## config.mk

```make
export PLATFORM = sky130hd
export DESIGN_NAME = compare_sort_ctrl
export DESIGN_NICKNAME = d
export VERILOG_FILES = /design/src/rtl/sort_pkg.sv /design/src/rtl/sort_greater.sv /design/src/rtl/compare_sort_ctrl.sv
export SDC_FILE = /design/constraint.sdc
export NUM_CORES = 1
export LEC_CHECK = 0
export ABC_AREA = 1
export BUFFER_PORTS_ARGS = -buffer_cell sky130_fd_sc_hd__buf_2
export CORE_ASPECT_RATIO = 1.25
export CORE_MARGIN = 5
export CORE_UTILIZATION = 54
export DETAILED_ROUTE_END_ITERATION = 7
export HOLD_SLACK_MARGIN = 0.03
export PLACE_DENSITY = 0.71
export SLEW_MARGIN = 5
export SYNTH_ARGS = -nofsm -noshare
export SYNTH_HDL_FRONTEND = slang
export SYNTH_SLANG_ARGS = --single-unit
```

## constraint.sdc

```tcl
create_clock -name clk -period 3.9 [get_ports clk]
set_input_delay 0.39 -clock clk [delete_from_list [all_inputs] [get_ports clk]]
set_output_delay 0.39 -clock clk [all_outputs]
set_load 0.05 [all_outputs]
```

## src/rtl/sort_pkg.sv

```systemverilog
// rtl/sort_pkg.sv - shared types and constants for the compare/sort controller
// Purpose: FSM state encoding and default geometry for compare_sort_ctrl.
// Ports: none (package).
package sort_pkg;

    typedef enum logic [1:0] {
        LOAD  = 2'd0,
        SORT  = 2'd1,
        DRAIN = 2'd2
    } state_t;

    localparam int DEF_WIDTH = 8;
    localparam int DEF_DEPTH = 8;

    // Index into the word array, and a counter that can hold DEPTH itself.
    localparam int IDX_W = $clog2(DEF_DEPTH);
    localparam int CNT_W = $clog2(DEF_DEPTH + 1);

endpackage

```

## src/rtl/sort_greater.sv

```systemverilog
// rtl/sort_greater.sv - combinational unsigned a > b comparator
// Purpose: the single shared greater-than used by every compare/swap step.
// Ports:
//   a, b : WIDTH-bit unsigned operands
//   gt   : 1 when a > b (unsigned); equal operands give 0
module sort_greater #(
    parameter int WIDTH = 8
) (
    input  logic [WIDTH-1:0] a,
    input  logic [WIDTH-1:0] b,
    output logic             gt
);

    assign gt = (a > b);

endmodule

```

## src/rtl/compare_sort_ctrl.sv

```systemverilog
// rtl/compare_sort_ctrl.sv - frame bubble-sort controller with one shared comparator
// Purpose: load 1..DEPTH words, bubble-sort them one compare/swap per cycle,
//          then stream them out in ascending unsigned order.
// Build option: SORT_EARLY_EXIT_EN - leave SORT after any pass with no swaps.
// Ports:
//   clk, rst_n                     : clock, asynchronous active-low reset
//   in_valid/in_ready/in_data/in_last      : input word stream
//   out_valid/out_ready/out_data/out_last  : sorted output stream
//   busy                           : high while in SORT or DRAIN
module compare_sort_ctrl
    import sort_pkg::*;
#(
    parameter int WIDTH = DEF_WIDTH,
    parameter int DEPTH = DEF_DEPTH
) (
    input  logic             clk,
    input  logic             rst_n,
    input  logic             in_valid,
    output logic             in_ready,
    input  logic [WIDTH-1:0] in_data,
    input  logic             in_last,
    output logic             out_valid,
    input  logic             out_ready,
    output logic [WIDTH-1:0] out_data,
    output logic             out_last,
    output logic             busy
);

    localparam int IW = $clog2(DEPTH);
    localparam int CW = $clog2(DEPTH + 1);

    logic [WIDTH-1:0] mem [DEPTH];

    state_t          state;
    logic [CW-1:0]   count;
    logic [CW-1:0]   n;
    logic [IW-1:0]   pass;
    logic [IW-1:0]   i;
    logic [IW-1:0]   rd;
    logic            out_valid_r;

    logic [WIDTH-1:0] a_w;
    logic [WIDTH-1:0] b_w;
    logic             gt;
    logic             load_we;
    logic             frame_end;
    logic             swap_en;
    logic             pass_end;
    logic             last_pass;
    logic             exit_sort;
    logic             rd_last;

    assign a_w = mem[i];
    assign b_w = mem[i + IW'(1)];

    sort_greater #(.WIDTH(WIDTH)) u_gt (
        .a  (a_w),
        .b  (b_w),
        .gt (gt)
    );

    assign load_we   = (state == LOAD) && in_valid;
    assign frame_end = load_we && (in_last || (count == CW'(DEPTH - 1)));
    assign swap_en   = (state == SORT) && gt;

    // Pass limit is N-1-pass, so the pass ends when i == N-2-pass.
    assign pass_end  = (CW'(i) + CW'(pass) + CW'(2)) == n;
    assign last_pass = (CW'(pass) + CW'(2)) == n;
    assign rd_last   = (CW'(rd) + CW'(1)) == n;

`ifdef SORT_EARLY_EXIT_EN
    logic swapped;
    // The current compare counts toward this pass's swap record.
    assign exit_sort = pass_end && (last_pass || !(swapped || gt));
`else
    assign exit_sort = pass_end && last_pass;
`endif

    // Word array has no reset; only loaded entries are ever read.
    always_ff @(posedge clk) begin
        if (load_we) begin
            mem[count[IW-1:0]] <= in_data;
        end else if (swap_en) begin
            mem[i]          <= b_w;
            mem[i + IW'(1)] <= a_w;
        end
    end

    always_ff @(posedge clk or negedge rst_n) begin
        if (!rst_n) begin
            state       <= LOAD;
            count       <= '0;
            n           <= '0;
            pass        <= '0;
            i           <= '0;
            rd          <= '0;
            out_valid_r <= 1'b0;
`ifdef SORT_EARLY_EXIT_EN
            swapped     <= 1'b0;
`endif
        end else begin
            case (state)
                LOAD: begin
                    if (load_we) begin
                        count <= count + CW'(1);
                        if (frame_end) begin
                            n    <= count + CW'(1);
                            pass <= '0;
                            i    <= '0;
                            rd   <= '0;
`ifdef SORT_EARLY_EXIT_EN
                            swapped <= 1'b0;
`endif
                            if (count == '0) begin
                                state       <= DRAIN;
                                out_valid_r <= 1'b1;
                            end else begin
                                state <= SORT;
                            end
                        end
                    end
                end
                SORT: begin
                    if (exit_sort) begin
                        state       <= DRAIN;
                        out_valid_r <= 1'b1;
                        rd          <= '0;
                    end else if (pass_end) begin
                        pass <= pass + IW'(1);
                        i    <= '0;
`ifdef SORT_EARLY_EXIT_EN
                        swapped <= 1'b0;
`endif
                    end else begin
                        i <= i + IW'(1);
`ifdef SORT_EARLY_EXIT_EN
                        swapped <= swapped || gt;
`endif
                    end
                end
                DRAIN: begin
                    if (out_ready) begin
                        if (rd_last) begin
                            state       <= LOAD;
                            count       <= '0;
                            out_valid_r <= 1'b0;
                        end else begin
                            rd <= rd + IW'(1);
                        end
                    end
                end
                default: state <= LOAD;
            endcase
        end
    end

    // Outputs come straight from registers; data/last stay fixed while stalled
    // because neither rd nor the array changes in DRAIN without a handshake.
    assign in_ready  = (state == LOAD);
    assign busy      = (state != LOAD);
    assign out_valid = out_valid_r;
    assign out_data  = out_valid_r ? mem[rd] : '0;
    assign out_last  = out_valid_r && rd_last;

endmodule

```

==> impl_metrics.yaml <==
worst_setup_path:
  reg2regPathDepth: 17
  required_ns: 3.98
  crit_path_max_incr_delay_ns: 0.40
  end_kind: "flip-flop"
  crit_arrival_ns: 3.71
  critPathSlowestCell: "dfrtp_2"
  cp_common_cell: "nand2_1"
  cp-start-kind: "flip-flop"
  path_cells: "buf_4, clkinv_1, buf_12, nand2_1, nand2_1, nand2_1, o21ai_0, nor2_1, ha_1, nand2_1, nor2_2, a21oi_4, nand2_4, inv_1, nand2_1, nand2_1, o21ai_0"
  path_max_fanout: 25
  path_class: "reg -> reg"
clocking:
  cts_setup_buffers: 0
  cts_root_buf: "clkbuf_16"
  clk_pin_slew_ns: 0.07
  cts_tree: "yes"
  htree_levels: 3
  cts_made_buffers: 9
  cts_buffer_depth: 2
  clkSinkCount: 84
  clk_latency_ns: 0.35
timing:
  fin_crit_sh_pct: 93.0
  slew_headroom_pct: 39.2
  worst_slack_ns: 0.273
  layout_min_cycle_time_ns: 3.63
  max_clock_freq_mhz: 276
  slew_violations: 0
  rsz0062_at_grt: "no"
  finalSetupViolCount: 0
  skew_ns: 0.00504
  fin_setup_tns_ns: 0
  hold_violations: 0
  tightest_slew_ns: 0.913
detailed_routing:
  finalWirelength_um: 20700
  routedWlPerCell_um: 19.7
  remaining_drc_errors: 0
  drtPass1Iterations: 6
  drtIter0Drc: 751
  viasPerCell: 5.88
  vias: 6164
  drtAntennaViolNets: 0
placement:
  dpl_worst_slack_ns: 0.145
  io_buffers: 24
  dp.final_hpwl_um: 15500
  gp_congestion: 0.996
  dpl_cell_area_mm2: 0.00661
global_route:
  grt_use_total_pct: 29.4
  grt_pass1_wl_um: 31000
  grt_overflow: 0
  antenna_found_initial: 0
  grt_pass1_vias: 5548
  grt_max_degree: 84
logic_synthesis:
  yosysSeqAreaShare_pct: 38.1
  syn-instance-count: 886
  synth.avg_cell_area_um2: 7.17
  synth_edf_count: 64
  synth.distinct_cells: 34
  ys.flop_type: "edfxtp_1"
  synth_seq_cells: 84
  async_reset_ff_share_pct: 23.8
  yosysWarnings: 0
  netlist_area_mm2: 0.00635
  synth_fp_nets: 918
floorplanning:
  die-area_mm2: 0.0140
  core_mm2: 0.0116
  initial_core_util_pct: 54.9
  pin_count: 25
  die_w_um: 107
  fp-row-count: 44
  die_h_um: 131
power_and_ir_drop:
  combPwrFrac_pct: 44.9
  p_int_mw: 2.01
  powerDensity_mw_per_mm2: 539
  p_clk_share_pct: 22.6
  switching_share_pct: 46.1
  vdd_drop_max_uv: 268
  seqPwrFrac_pct: 32.5
  switchingPower_mw: 1.72
  power.total_mw: 3.73
  leakagePower_nw: 2.88
cells_and_area:
  fin_nets: 938
  drive_above_1_share_pct: 12.3
  num_antenna_cells: 0
  post-route-util_pct: 59.9
  final_common_cell: "nand2_1"
  final_area_mm2: 0.00693
  area_growth_pct: 9.06
  final_cell_mix: "nand2_1 (255), o21ai_0 (154), inv_1 (82)"
hold_path:
  hold_depth: 5
  worstHoldPathType: "in -> reg"
run:
  drv_cap: 0
outcome:
  status: "completed"
-- metrics by stage --
step	instances	hold slack [ns]
2_1_floorplan	886	0.0944
3_3_place_gp	1032	0.365
3_5_place_dp	1032	0.375
4_1_cts	1049	0.403
5_1_grt	1049	0.428
6_report	1049	0.412
-- cell usage after synthesis, types with 4 or more instances --
cell	instances	share of area [%]
nand2_4	4	0.71
edfxtp_1	64	30
nand2_2	12	1.2
o21ai_0	154	12
nor2_1	71	4.2
xor2_1	4	0.55
inv_1	82	4.8
nand4_1	7	0.69
clkbuf_1	17	1.0
nand2_1	264	16
o211ai_1	8	0.95
xnor2_1	8	1.1
a21oi_1	51	4.0
ha_1	18	3.5
nand3_1	13	1.0
a31oi_1	9	0.89
o21ai_1	30	2.4
dfrtp_1	20	7.9
nor2_4	10	1.8
buf_6	10	1.8
buf_2	10	0.79
-- power groups by stage --
stage	clock (mW)	sequential (mW)	combinational (mW)
6_report	0.842	1.21	1.68
5_1_grt	0.888	1.23	1.86
4_1_cts	0.848	1.21	1.65
3_5_place_dp	0	1.23	1.64
3_3_place_gp	0	1.22	1.63
2_1_floorplan	0	1.14	1.23
-- cell type report --
class | instances | area [um2]
Multi-Input combinational cell | 675 | 3380
Fill cell | 1086 | 4630
Tap cell | 138 | 173
Sequential cell | 84 | 2420
Inverter | 85 | 319
Clock inverter | 7 | 57.6
Timing Repair Buffer | 51 | 350
Clock buffer | 9 | 225
-- final timing paths --
path,endpoint,start,slack [ns]
hold / removal,count[2]$_DFFE_PN0P_,in_valid,0.41
setup / recovery,mem[3][4]$_DFFE_PP_,i[0]$_DFFE_PN0P_,0.27
hold reg to reg,rd[2]$_DFFE_PN0P_,rd[2]$_DFFE_PN0P_,0.56
min in group asynchronous,count[3]$_DFFE_PN0P_,rst_n,0.53
setup reg to reg,mem[3][4]$_DFFE_PP_,i[0]$_DFFE_PN0P_,0.27
max in group asynchronous,i[0]$_DFFE_PN0P_,rst_n,3.02
-- routing by layer --
layer / vias to the layer above / global-route usage (%) / wire (um)
met5: - / 0 / 0
met4: 0 / 16.6 / 1080
met3: 51 / 3.63 / 1550
met2: 314 / 47.0 / 9870
met1: 2823 / 38.5 / 8170
li1: 2976 / - / -
-- state kept, by name, indices dropped and copies added, names as in the netlist --
| register | flops |
|---|---|
| mem | 64 |
| pass | 3 |
| out_valid | 1 |
| rd | 3 |
| n | 4 |
| i | 3 |
| state | 2 |
| count | 4 |
-- critical path: cells and delay by family, from the launching register on --
kind / cells / cell delay, ns
adders and majority gates: 1 / 0.27
and+or+nand+nor: 9 / 1.16
DFF: 1 / 0.40
buffers and inverters: 4 / 0.96
AOI/OAI and AO/OA: 3 / 0.56
-- cells by family (layout without fill, tap and decap cells) --
| logic type | after synthesis | count (layout) | share of synthesized area [%] |
|---|---|---|---|
| AOI/OAI and AO/OA | 257 | 257 | 21.1 |
| xor gates and xnor gates | 12 | 12 | 1.65 |
| adders and majority gates | 19 | 19 | 3.86 |
| buffers and inverters | 127 | 152 | 9.10 |
| DFF | 84 | 84 | 38.1 |
| and+or+nand+nor | 387 | 387 | 26.1 |
-- repair_timing --
item	in CTS	in global routing
hold buffers	1	0
resized for setup	0	10
endpoints found under the hold margin	20	0
endpoints found under the setup margin	0	72
(Power assumes the default switching activity.)
